`src/rtl/pc_sequencer_pkg.sv`:
```
// Core-wide types shared by the PC sequencer, decode and their benches.
package pc_sequencer_pkg;

  localparam int WORD_W = 32;
  localparam int OFF_W  = 16;
  localparam int JMP_W  = 26;

  typedef logic [WORD_W-1:0] word_t;

  typedef enum logic [1:0] {
    BOOT = 2'd0,
    RUN  = 2'd1,
    HALT = 2'd2
  } seq_state_e;

  // One action per RUN cycle, chosen by next_pc.
  typedef enum logic [2:0] {
    ACT_SEQ,
    ACT_STALL,
    ACT_BRANCH,
    ACT_JUMP,
    ACT_HALT
  } pc_act_e;

endpackage

```
`src/rtl/pc_sequencer_next_pc.sv`:
```
// Combinational next-PC: sequential/branch/jump targets plus the RUN-cycle priority select.
module next_pc
  import pc_sequencer_pkg::*;
#(
  parameter int IMEM_DEPTH = 256
) (
  input  logic             redir_ok,
  input  word_t            pc,
  input  word_t            id_pc,
  input  logic             stall,
  input  logic             branch,
  input  logic [OFF_W-1:0] branch_off,
  input  logic             jump,
  input  logic [JMP_W-1:0] jump_tgt,
  input  logic             halt,
  output pc_act_e          act,
  output word_t            tgt
);

  localparam word_t MASK = word_t'(IMEM_DEPTH - 1);

  word_t seq_tgt, br_tgt, jmp_tgt, off_sext;

  always_comb begin
    off_sext = {{(WORD_W-OFF_W){branch_off[OFF_W-1]}}, branch_off};
    seq_tgt  = (pc + 32'd1) & MASK;
    br_tgt   = (id_pc + 32'd1 + off_sext) & MASK;
    jmp_tgt  = {id_pc[WORD_W-1:JMP_W], jump_tgt} & MASK;
  end

  // Redirects only count for a real instruction in IF/ID; they beat stall.
  always_comb begin
    act = ACT_SEQ;
    tgt = seq_tgt;
    if (redir_ok && halt) begin
      act = ACT_HALT;
      tgt = pc;
    end else if (redir_ok && jump) begin
      act = ACT_JUMP;
      tgt = jmp_tgt;
    end else if (redir_ok && branch) begin
      act = ACT_BRANCH;
      tgt = br_tgt;
    end else if (stall) begin
      act = ACT_STALL;
      tgt = pc;
    end
  end

endmodule

```
`src/rtl/pc_sequencer.sv`:
```
// PC register, IF/ID register and BOOT/RUN/HALT control feeding the fetch block.
module pc_sequencer
  import pc_sequencer_pkg::*;
#(
  parameter int IMEM_DEPTH = 256,
  parameter int RESET_PC   = 0
) (
  input  logic             clk,
  input  logic             rst,
  input  logic [31:0]      ins,
  input  logic             stall,
  input  logic             branch,
  input  logic [OFF_W-1:0] branch_off,
  input  logic             jump,
  input  logic [JMP_W-1:0] jump_tgt,
  input  logic             halt,
  output logic [31:0]      pc,
  output logic [31:0]      id_ins,
  output logic [31:0]      id_pc,
  output logic             id_valid,
  output logic [1:0]       state,
  output logic [31:0]      fetch_cnt
);

  seq_state_e state_q, state_d;
  word_t      pc_q, pc_d, id_ins_q, id_ins_d, id_pc_q, id_pc_d, cnt_q, cnt_d;
  logic       id_valid_q, id_valid_d;
  pc_act_e    act;
  word_t      tgt;

  next_pc #(.IMEM_DEPTH(IMEM_DEPTH)) u_next_pc (
    .redir_ok   (id_valid_q && (state_q == RUN)),
    .pc         (pc_q),
    .id_pc      (id_pc_q),
    .stall      (stall),
    .branch     (branch),
    .branch_off (branch_off),
    .jump       (jump),
    .jump_tgt   (jump_tgt),
    .halt       (halt),
    .act        (act),
    .tgt        (tgt)
  );

  always_comb begin
    state_d    = state_q;
    pc_d       = pc_q;
    id_ins_d   = id_ins_q;
    id_pc_d    = id_pc_q;
    id_valid_d = id_valid_q;
    cnt_d      = cnt_q;
    unique case (state_q)
      BOOT: state_d = RUN;
      RUN: begin
        unique case (act)
          ACT_HALT: begin
            state_d    = HALT;
            id_valid_d = 1'b0;
          end
          ACT_JUMP, ACT_BRANCH: begin
            pc_d       = tgt;
            id_valid_d = 1'b0;
          end
          ACT_STALL: ;
          default: begin
            id_ins_d   = ins;
            id_pc_d    = pc_q;
            id_valid_d = 1'b1;
            pc_d       = tgt;
            if (cnt_q != '1) cnt_d = cnt_q + 32'd1;
          end
        endcase
      end
      default: ;
    endcase
  end

  always_ff @(posedge clk or negedge rst) begin
    if (!rst) begin
      state_q    <= BOOT;
      pc_q       <= word_t'(RESET_PC);
      id_ins_q   <= '0;
      id_pc_q    <= '0;
      id_valid_q <= 1'b0;
      cnt_q      <= '0;
    end else begin
      state_q    <= state_d;
      pc_q       <= pc_d;
      id_ins_q   <= id_ins_d;
      id_pc_q    <= id_pc_d;
      id_valid_q <= id_valid_d;
      cnt_q      <= cnt_d;
    end
  end

  assign pc        = pc_q;
  assign id_ins    = id_ins_q;
  assign id_pc     = id_pc_q;
  assign id_valid  = id_valid_q;
  assign state     = state_q;
  assign fetch_cnt = cnt_q;

endmodule

```
`config.mk`:
```
export PLATFORM = sky130hd
export DESIGN_NAME = pc_sequencer
export DESIGN_NICKNAME = d
export VERILOG_FILES = /design/src/rtl/pc_sequencer_pkg.sv /design/src/rtl/pc_sequencer_next_pc.sv /design/src/rtl/pc_sequencer.sv
export SDC_FILE = /design/constraint.sdc
export NUM_CORES = 1
export LEC_CHECK = 0
export CAP_MARGIN = 10
export CORE_AREA = 3 3 103 105
export CTS_BUF_LIST = sky130_fd_sc_hd__clkbuf_2
export CTS_CLUSTER_DIAMETER = 30
export DETAILED_ROUTE_END_ITERATION = 10
export DIE_AREA = 0 0 106 108
export PLACE_DENSITY = 0.87
export SLEW_MARGIN = 20
export SYNTH_ARGS = -nofsm -noshare
export SYNTH_HDL_FRONTEND = slang
export SYNTH_SLANG_ARGS = --single-unit
```
`constraint.sdc`:
```
create_clock -name clk -period 3.9 [get_ports clk]
set_input_delay 0.585 -clock clk [delete_from_list [all_inputs] [get_ports clk]]
set_output_delay 0.585 -clock clk [all_outputs]
set_load 0.05 [all_outputs]
```
==> run metrics, run 1 <==
die area=11400 um^2; register area share after synthesis=46.7%; diode count=0; grt ovf=0; Slowest-stage cell, CP=clkdlybuf4s50_1; Synth Register Bits=83; Mapped Area=4450 um^2; H-tree levels=3; Worst Path Max Fanout=12; total number of vias=3785; Bufs and invs on worst path=1; clock-pin slew on the worst setup and hold paths=0.23 ns; layout cells sized above 1=5.59%; required time worst endpoint=3.31 ns; initial antenna violation count=0; DRT iter0 DRCs=146; worst-path cell chain=clkdlybuf4s50_1; synth cell count leaders=146 x nand2_1, 83 x dfrtp_1, 48 x buf_4; cell taking the most area after synthesis=dfrtp_1; Nets=711; Layout Cells excl Fill=759; Switch Pwr=1880 uW; most common cell in the netlist=nand2_1; IR drop worst, VDD=0.350 mV; worst slew pin tran=0.755 ns; # hold bufs at CTS=0; area share of the largest cell type after synthesis=46.7%; Port Buffers=136; cells after synthesis=486; detailed-router iteration count before antenna repair=5; Period Utilization, post-route=65.0%; IO Count=211; top post-synthesis cells by area=dfrtp_1 47%, nand2_1 12%, buf_4 8.1%; r2r endpoint=fetch_cnt[28]; RePlAce Congestion=0.863; Mean Syn Cell Area=9.16 um^2; Leak Pwr=0.00272 uW; Slew Limit Fails=0; Worst slew margin=49.7%; post-CTS resize count=0; minimum clock period=2.54 ns; TritonCTS clock tree=done; dpl cells=743; vias in the first global route=3684; R2R depth=7; arrival time worst endpoint=1.95 ns; setup violators final=0; dpl hpwl=8380 um; final WL=11300 um; Final WS setup=1.36 ns; drt wl/cell=14.9 um; Post-Place Setup Slack=1.11 ns; Max Cap Violations=0; # DRC=0; Internal=2060 uW; Seq pwr share=33.2%; clock share of power=14.4%; worst skew pair latency=0.52 ns; combinational power share=52.4%; final setup TNS=0 ns; clock sink count=83; Worst Setup Start Kind=register; Largest delay share family, worst path=buffers and inverters; Max Clock Skew=0.0181 ns; setup bufs post-CTS=0; Switching Share=47.7%; Initial Util=45.7%; root buf cell=clkbuf_2; first-pass GRT wire length=18600 um; CTS buffer count=9; Fill cells=840; fmax=394 MHz; fin util=60.8%; R2R Setup Slk=1.78 ns; Longest Clk Path Bufs=2; crit path kind=register to output port; Yosys cell types=48; post-route ant nets=0; HP Class=primary input to async pin; run status=complete, no violations; largest net degree at the start of global routing=84; Post-synth EDFFs=0; Post-synth ARST share=100%; RSZ-0062 raised after global routing=false; Area Overhead vs Synth=33.0%; Post-synth top flop=dfrtp_1; num rows=36; YS warnings=0; Cell Pwr Density=665 nW/um^2; Crit. End Element=output port; gr usage total=20.1%; Hold Fails Final Rpt=0; Die Wd=106 um; Hold Worst Slack=0.0651 ns; core area=9730 um^2; Slowest Stage Delay on Critical Path=0.88 ns; via/cell ratio=4.99; R2R Path Start=state[1]; die height=108 um
-- worst register-to-register path: cells and delay by family, from the launching register on --
| kind | cells | cell delay [ns] |
|---|---|---|
| and+or+nand+nor | 5 | 1.18 |
| DFF | 1 | 0.47 |
| buffers and inverters | 1 | 0.22 |
| xor gates and xnor gates | 1 | 0.15 |
-- state kept, by name, summed over array words and instances (netlist names) --
register and flops:
id_ins 32, id_pc 8, pc 8, state 2, fetch_cnt 32, id_valid 1
-- metal layers --
layer  GRT usage, %  vias to the layer above  wire (um)
li1               -                     1797          -
met2           34.5                      151       5650
met3           5.55                       15        883
met1           25.2                     1822       4610
met5              0                        -          0
met4           5.46                        0        129
-- worst max path at each step --
stage	startpoint	endpoint	slack [ns]	depth (start not counted)
2_1_floorplan	id_pc[0]	pc[6]	1.76	9
3_3_place_gp	branch	fetch_cnt[28]	1.17	8
3_5_place_dp	branch	fetch_cnt[28]	1.11	8
4_1_cts	id_valid	id_valid	1.31	1
5_1_grt	id_valid	id_valid	1.23	1
6_report	id_valid	id_valid	1.36	1
-- area by class of cell --
cell class / count / area (um^2) / share of cell area [%]
Inverter: 6 / 22.5 / 0.380
Clock buffer: 10 / 50.0 / 0.845
Tap cell: 133 / 166 / 2.81
Clock inverter: 6 / 104 / 1.75
Sequential cell: 83 / 2080 / 35.1
Timing Repair Buffer: 139 / 1390 / 23.4
Multi-Input combinational cell: 382 / 2110 / 35.7
-- per-stage QoR --
stage	power (uW)	area, um^2
final	3930	5920
after global routing	4160	5920
after CTS	3970	5920
after detailed placement	3390	5760
after global placement	3350	5760
after floorplan	2720	4630
-- power groups by stage --
stage	clock network, uW	registers (uW)	logic (uW)
2_1_floorplan	0	2130	590
3_3_place_gp	0	1310	2040
3_5_place_dp	0	1330	2070
4_1_cts	587	1310	2070
5_1_grt	624	1350	2190
6_report	568	1300	2060
-- cell usage in the layout (no fill, tap or decap), drive strengths merged, types with 2 or more instances in the layout --
master and count:
o211ai 2, nor3 14, nand4 15, a21oi 8
clkbuf 10, clkdlybuf4s50 135, nand2 147, o21a 4
dfrtp 83, and3 9, ha 9, and4 3
nor2 13, nor2b 4, o21ai 20, inv 6
mux2 2, nor4 4, buf 4, nand2b 3
nor3b 3, bufinv 3, xor2 18, conb 48
and2 3, clkinv 3, a221oi 2, nand3 14
xnor2 22
-- cells by family after synthesis --
family,after synthesis,synth area share [%]
xor gates and xnor gates,40,7.87
DFF,83,46.7
muxes,3,0.731
and+or+nand+nor,234,25.2
adders and majority gates,10,2.98
other,1,0.0843
AOI/OAI and AO/OA,47,6.58
buffers and inverters,68,9.92
Note: power is estimated with default switching activity, not from simulation.
==> inputs of run 2 (changes only) <==
CORE_AREA = 3 3 113 115   (was 3 3 103 105)
DIE_AREA = 0 0 116 118   (was 0 0 106 108)
PLACE_DENSITY = 0.77   (was 0.87)
clock period = 2.2 ns   (was 3.9 ns; I/O delays follow)
==> run 2 against run 1 <==
Net effect:
- register-to-register slack worse by 1.6 ns
- wire length grew 1.4%
- global-route usage is 3.3 points lower
- sequential power increased by 76%
- non-clock buffer count is 19 higher
- clock skew rose by 0.011 ns
- clock power rose by 37%
- first-iteration DRC count increased by 11%
- critical endpoint is now id_ins[17]
==> run metrics, run 2 (synthesized netlist as in run 1, its figures left out) <==
run status=complete, no violations; arrival time worst endpoint=1.74 ns (-0.21 ns); Leak Pwr=0.00336 uW (+23%); drt wl/cell=14.4 um (-2.9%); Area Overhead vs Synth=36.0%; commonest non-fill, non-tap cell in the layout=nand2_1; Slowest Stage Delay on Critical Path=0.81 ns (-0.07 ns); Period Utilization, post-route=94.3%; Slew Limit Fails=0 (unchanged); vias in the first global route=3840 (+4.2%); CTS buffer count=9 (unchanged); Die Wd=116 um (+9.4%); worst skew pair latency=0.56 ns (+0.04 ns); Worst Path Max Fanout=2 (-10); Longest Clk Path Bufs=2 (unchanged); Final WS setup=0.125 ns (-1.24 ns); largest net degree at the start of global routing=47 (-44%); Port Buffers=136 (unchanged); Worst slew margin=63.3% (+14 points); setup violators final=0 (unchanged); num rows=40 (+11%); root buf cell=clkbuf_2; final setup TNS=0 ns (unchanged); Max Clock Skew=0.0287 ns (+0.0106 ns); worst slew pin tran=0.553 ns (-0.201 ns); Hold Fails Final Rpt=0 (unchanged); Slowest-stage cell, CP=clkdlybuf4s50_1; Nets=730 (+2.7%); DRT iter0 DRCs=162 (+11%); crit path kind=register to output port; detailed-router iteration count before antenna repair=4 (-1); combinational power share=53.9% (+1.5 points); Max Cap Violations=0 (unchanged); RePlAce Congestion=0.842 (-2.4%); Post-Place Setup Slack=-0.171 ns (-1.28 ns); diode count=0 (unchanged); TritonCTS clock tree=done; Worst Setup Start Kind=register; Seq pwr share=34.4% (+1.2 points); Cell Pwr Density=1100 nW/um^2 (+65%); Largest delay share family, worst path=buffers and inverters; clock share of power=11.7% (-2.7 points); Internal=3320 uW (+61%); grt ovf=0 (unchanged); dpl hpwl=8590 um (+2.4%); final WL=11400 um (+1.4%); via/cell ratio=4.86 (-2.5%); clock-pin slew on the worst setup and hold paths=0.24 ns (about the same); initial antenna violation count=0 (unchanged); minimum clock period=2.07 ns; fmax=482 MHz; die height=118 um (+9.3%); H-tree levels=3 (unchanged); Crit. End Element=output port; Switch Pwr=3340 uW (+78%); layout cells sized above 1=7.91% (+2.3 points); first-pass GRT wire length=18400 um (-1.2%); clock sink count=83 (unchanged); IO Count=211 (unchanged); core area=11900 um^2 (+22%); post-route ant nets=0 (unchanged); Initial Util=37.4% (-8.4 points); die area=13700 um^2 (+20%); Switching Share=50.1% (+2.4 points); IR drop worst, VDD=0.724 mV (+110%); Bufs and invs on worst path=1 (unchanged); # DRC=0 (unchanged); total number of vias=3850 (+1.7%); HP Class=primary input to async pin; gr usage total=16.8% (-3.3 points); required time worst endpoint=1.87 ns (-1.44 ns); worst-path cell chain=clkdlybuf4s50_1; most frequent cells in the layout=146 x nand2_1, 83 x dfrtp_1, 58 x clkdlybuf4s50_1
run 2: repair_timing:
| item | in CTS | in global routing |
|---|---|---|
| buffers inserted | 0 | 0 |
| setup endpoints to repair | 48 | 29 |
| endpoints found under the hold margin | 37 | 0 |
| gates resized for setup | 48 | 29 |
| hold buffers | 1 | 0 |
run 2: stage by stage:
step	area, um^2	utilization, %	total power [uW]	std cells	hold WS, ns
after floorplan	4630	-	4820	533	0.0344
after global placement	5930	49.8	5980	775	0.330
after detailed placement	5930	49.8	6050	775	0.342
after CTS	5980	50.2	6750	792	0.194
after global routing	6050	50.8	7080	792	0.166
final	6050	50.8	6650	792	0.264
run 2: per-layer routing:
metal | global-route usage (%) | vias up | wire (um)
met5 | 0 | - | 0
met2 | 27.3 | 158 | 5690
met3 | 5.81 | 15 | 961
li1 | - | 1832 | -
met1 | 20.4 | 1845 | 4610
met4 | 6.38 | 0 | 163
run 2: area by class of cell:
class	count	area, um^2
Tap cell	147	184
Fill cell	1112	5860
Multi-Input combinational cell	382	2110
Inverter	6	22.5
Clock buffer	9	45.0
Timing Repair Buffer	158	1550
Sequential cell	83	2080
Clock inverter	7	58.8
run 2: path summary, 6_finish.rpt:
check | startpoint | endpoint | slack [ns] | cells after the start
setup reg to reg | id_pc[0] | pc[6] | 0.23 | 9
setup / recovery | id_ins[17] | id_ins[17] | 0.13 | 1
hold / removal | rst | pc[1] | 0.26 | 2
hold reg to reg | id_ins[30] | id_ins[30] | 0.50 | 2
max in group asynchronous | rst | id_ins[9] | 1.31 | 3
min in group clk | ins[26] | id_ins[26] | 0.28 | 3
run 2: power groups by stage:
| stage | Combinational [uW] | Clock (uW) | Sequential (uW) |
|---|---|---|---|
| after floorplan | 1050 | 0 | 3770 |
| after global placement | 3670 | 0 | 2310 |
| after detailed placement | 3710 | 0 | 2340 |
| after CTS | 3620 | 825 | 2300 |
| after global routing | 3810 | 899 | 2360 |
| final | 3590 | 777 | 2290 |
==> inputs of run 3 (changes only) <==
CORE_AREA = 3 3 119 121   (was 3 3 113 115)
DIE_AREA = 0 0 122 124   (was 0 0 116 118)
GPL_TIMING_DRIVEN = 0   (was not set)
PLACE_DENSITY = 0.7   (was 0.77)
==> run 3 against run 2 <==
Net effect:
- count of clock-buffer cells in the layout stayed put
- global-route usage is 0.53 points lower
- die area is 11% higher
- register-to-register slack hardly changed
- cell area is 4.3% higher
==> run metrics, run 3 (synthesized netlist as in run 1, its figures left out) <==
Die Wd=122 um (+5.2%); Slowest-stage cell, CP=clkdlybuf4s50_1; clock share of power=10.7% (-1.0 points); Switching Share=51.4% (+1.3 points); Period Utilization, post-route=96.1% (+1.7 points); arrival time worst endpoint=1.78 ns (+0.04 ns); IR drop worst, VDD=0.768 mV (+6.1%); Port Buffers=136 (unchanged); Tot Pwr=6600 uW (-0.80%); H-tree levels=3 (unchanged); Initial Util=33.7% (-3.6 points); TritonCTS clock tree=done; die area=15100 um^2 (+11%); Worst Path Max Fanout=2 (unchanged); Area Overhead vs Synth=41.9%; minimum clock period=2.11 ns (+0.0382 ns); combinational power share=54.5% (+0.6 points); layout cells sized above 1=12.7% (+4.8 points); num rows=42 (+5.0%); via/cell ratio=4.59 (-5.5%); Longest Clk Path Bufs=2 (unchanged); worst skew pair latency=0.58 ns (+0.02 ns); Largest delay share family, worst path=buffers and inverters; run status=complete, no violations; R2R depth=6 (-3); drt wl/cell=14.0 um (-3.0%); Cell Pwr Density=1040 nW/um^2 (-4.9%); Slew Limit Fails=0 (unchanged); dpl hpwl=9250 um (+7.7%); HP Class=primary input to async pin; first-pass GRT wire length=19400 um (+5.6%); Final WS setup=0.0869 ns (-0.0382 ns); RePlAce Congestion=0.857 (+1.8%); Hold Fails Final Rpt=0 (unchanged); core area=13200 um^2 (+11%); required time worst endpoint=1.87 ns (about the same); Internal=3210 uW (-3.3%); WP depth=1 (unchanged); Post-Place Setup Slack=-0.231 ns (-0.0602 ns); die height=124 um (+5.1%); root buf cell=clkbuf_2; Max Cap Violations=0 (unchanged); Seq pwr share=34.8% (+0.4 points); # DRC=0 (unchanged); CTS buffer count=9 (unchanged); worst-path cell chain=clkdlybuf4s50_1; Crit. End Element=output port; diode count=0 (unchanged); commonest non-fill, non-tap cell in the layout=nand2_1; grt ovf=0 (unchanged); detailed-router iteration count before antenna repair=4 (unchanged); clock-pin slew on the worst setup and hold paths=0.24 ns (about the same); crit path kind=register to output port; final instance area=6310 um^2 (+4.3%); fmax=473 MHz (-1.8%); Leak Pwr=0.00340 uW (+1.1%); Nets=771 (+5.6%); initial antenna violation count=0 (unchanged); Switch Pwr=3390 uW (+1.7%); final WL=12100 um (+5.5%); Bufs and invs on worst path=1 (unchanged); clock sink count=83 (unchanged); IO Count=211 (unchanged); Slowest Stage Delay on Critical Path=0.80 ns (about the same); RSZ-0062 raised after global routing=false; total number of vias=3959 (+2.8%); setup violators final=0 (unchanged); DRT iter0 DRCs=172 (+6.2%); Worst slew margin=49.8% (-13 points); most frequent cells in the layout=146 x nand2_1, 83 x dfrtp_1, 62 x clkdlybuf4s50_1; worst slew pin tran=0.752 ns (+0.199 ns); Worst Setup Start Kind=register; largest net degree at the start of global routing=46 (-2.1%); post-route ant nets=0 (unchanged); placed instance area=6230 um^2 (+5.2%); vias in the first global route=3859 (+0.49%); gr usage total=16.3% (-0.53 points); Max Clock Skew=0.0304 ns (+0.00168 ns)
==> run 3: cell types whose count changed in the layout (fill, tap and decap cells not counted), sizes merged <==
cell | before | now
bufinv | 1 | 0
buf | 22 | 57
clkinvlp | 1 | 5
dlymetal6s2s | 29 | 18
dlygate4sd2 | 48 | 55
clkinv | 5 | 2
clkbuf | 9 | 15
clkdlybuf4s50 | 58 | 62
==> run 3: power groups by stage <==
stage	clock, uW	sequential, uW	combinational (uW)
6_report	703	2300	3600
5_1_grt	803	2370	3850
4_1_cts	745	2310	3630
3_3_place_gp	0	2330	3710
2_1_floorplan	0	3770	1050
3_5_place_dp	0	2350	3760
==> run 3: what timing repair did <==
action / 4_1_cts / 5_1_grt
endpoints found under the hold margin: 38 / 0
setup buffers: 0 / 0
cloned: 0 / 0
resized for setup: 55 / 20
endpoints found under the setup margin: 55 / 27
hold buffers: 1 / 0
==> run 3: stage by stage <==
stage               hold slack (ns)  setup TNS [ns]  instances  util (%)
floorplan                    0.0344               0        533         -
finish                        0.231               0        862      47.9
global placement              0.458         -189.33        845      47.1
global route                  0.191               0        862      47.9
detailed placement            0.354           -7.01        846      47.3
CTS                           0.170               0        863      47.5
==> run 3: final timing paths <==
check,startpoint,slack [ns],to
max reg2reg,id_valid,0.22,fetch_cnt[1]
min reg2reg,id_ins[24],0.50,id_ins[24]
max in group asynchronous,rst,1.33,fetch_cnt[3]
min in group clk,ins[14],0.24,id_ins[14]
max,id_ins[9],0.09,id_ins[9]
min,rst,0.23,id_ins[31]
==> run 3: layer usage <==
metal	vias to the layer above	wire, um	GRT usage, %
li1	1923	-	-
met1	1879	4920	20.3
met2	138	5950	27.2
met4	0	227	6.65
met5	-	0	0
met3	19	959	3.95
==> run 3: final cells by class <==
cell class / instances / area [um^2]
Timing Repair Buffer: 138 / 1370
Buffer: 61 / 415
Multi-Input combinational cell: 382 / 2120
Tap cell: 176 / 220
Sequential cell: 83 / 2080
Fill cell: 1291 / 6880
Clock inverter: 7 / 45.0
Clock buffer: 9 / 45.0
Inverter: 6 / 22.5
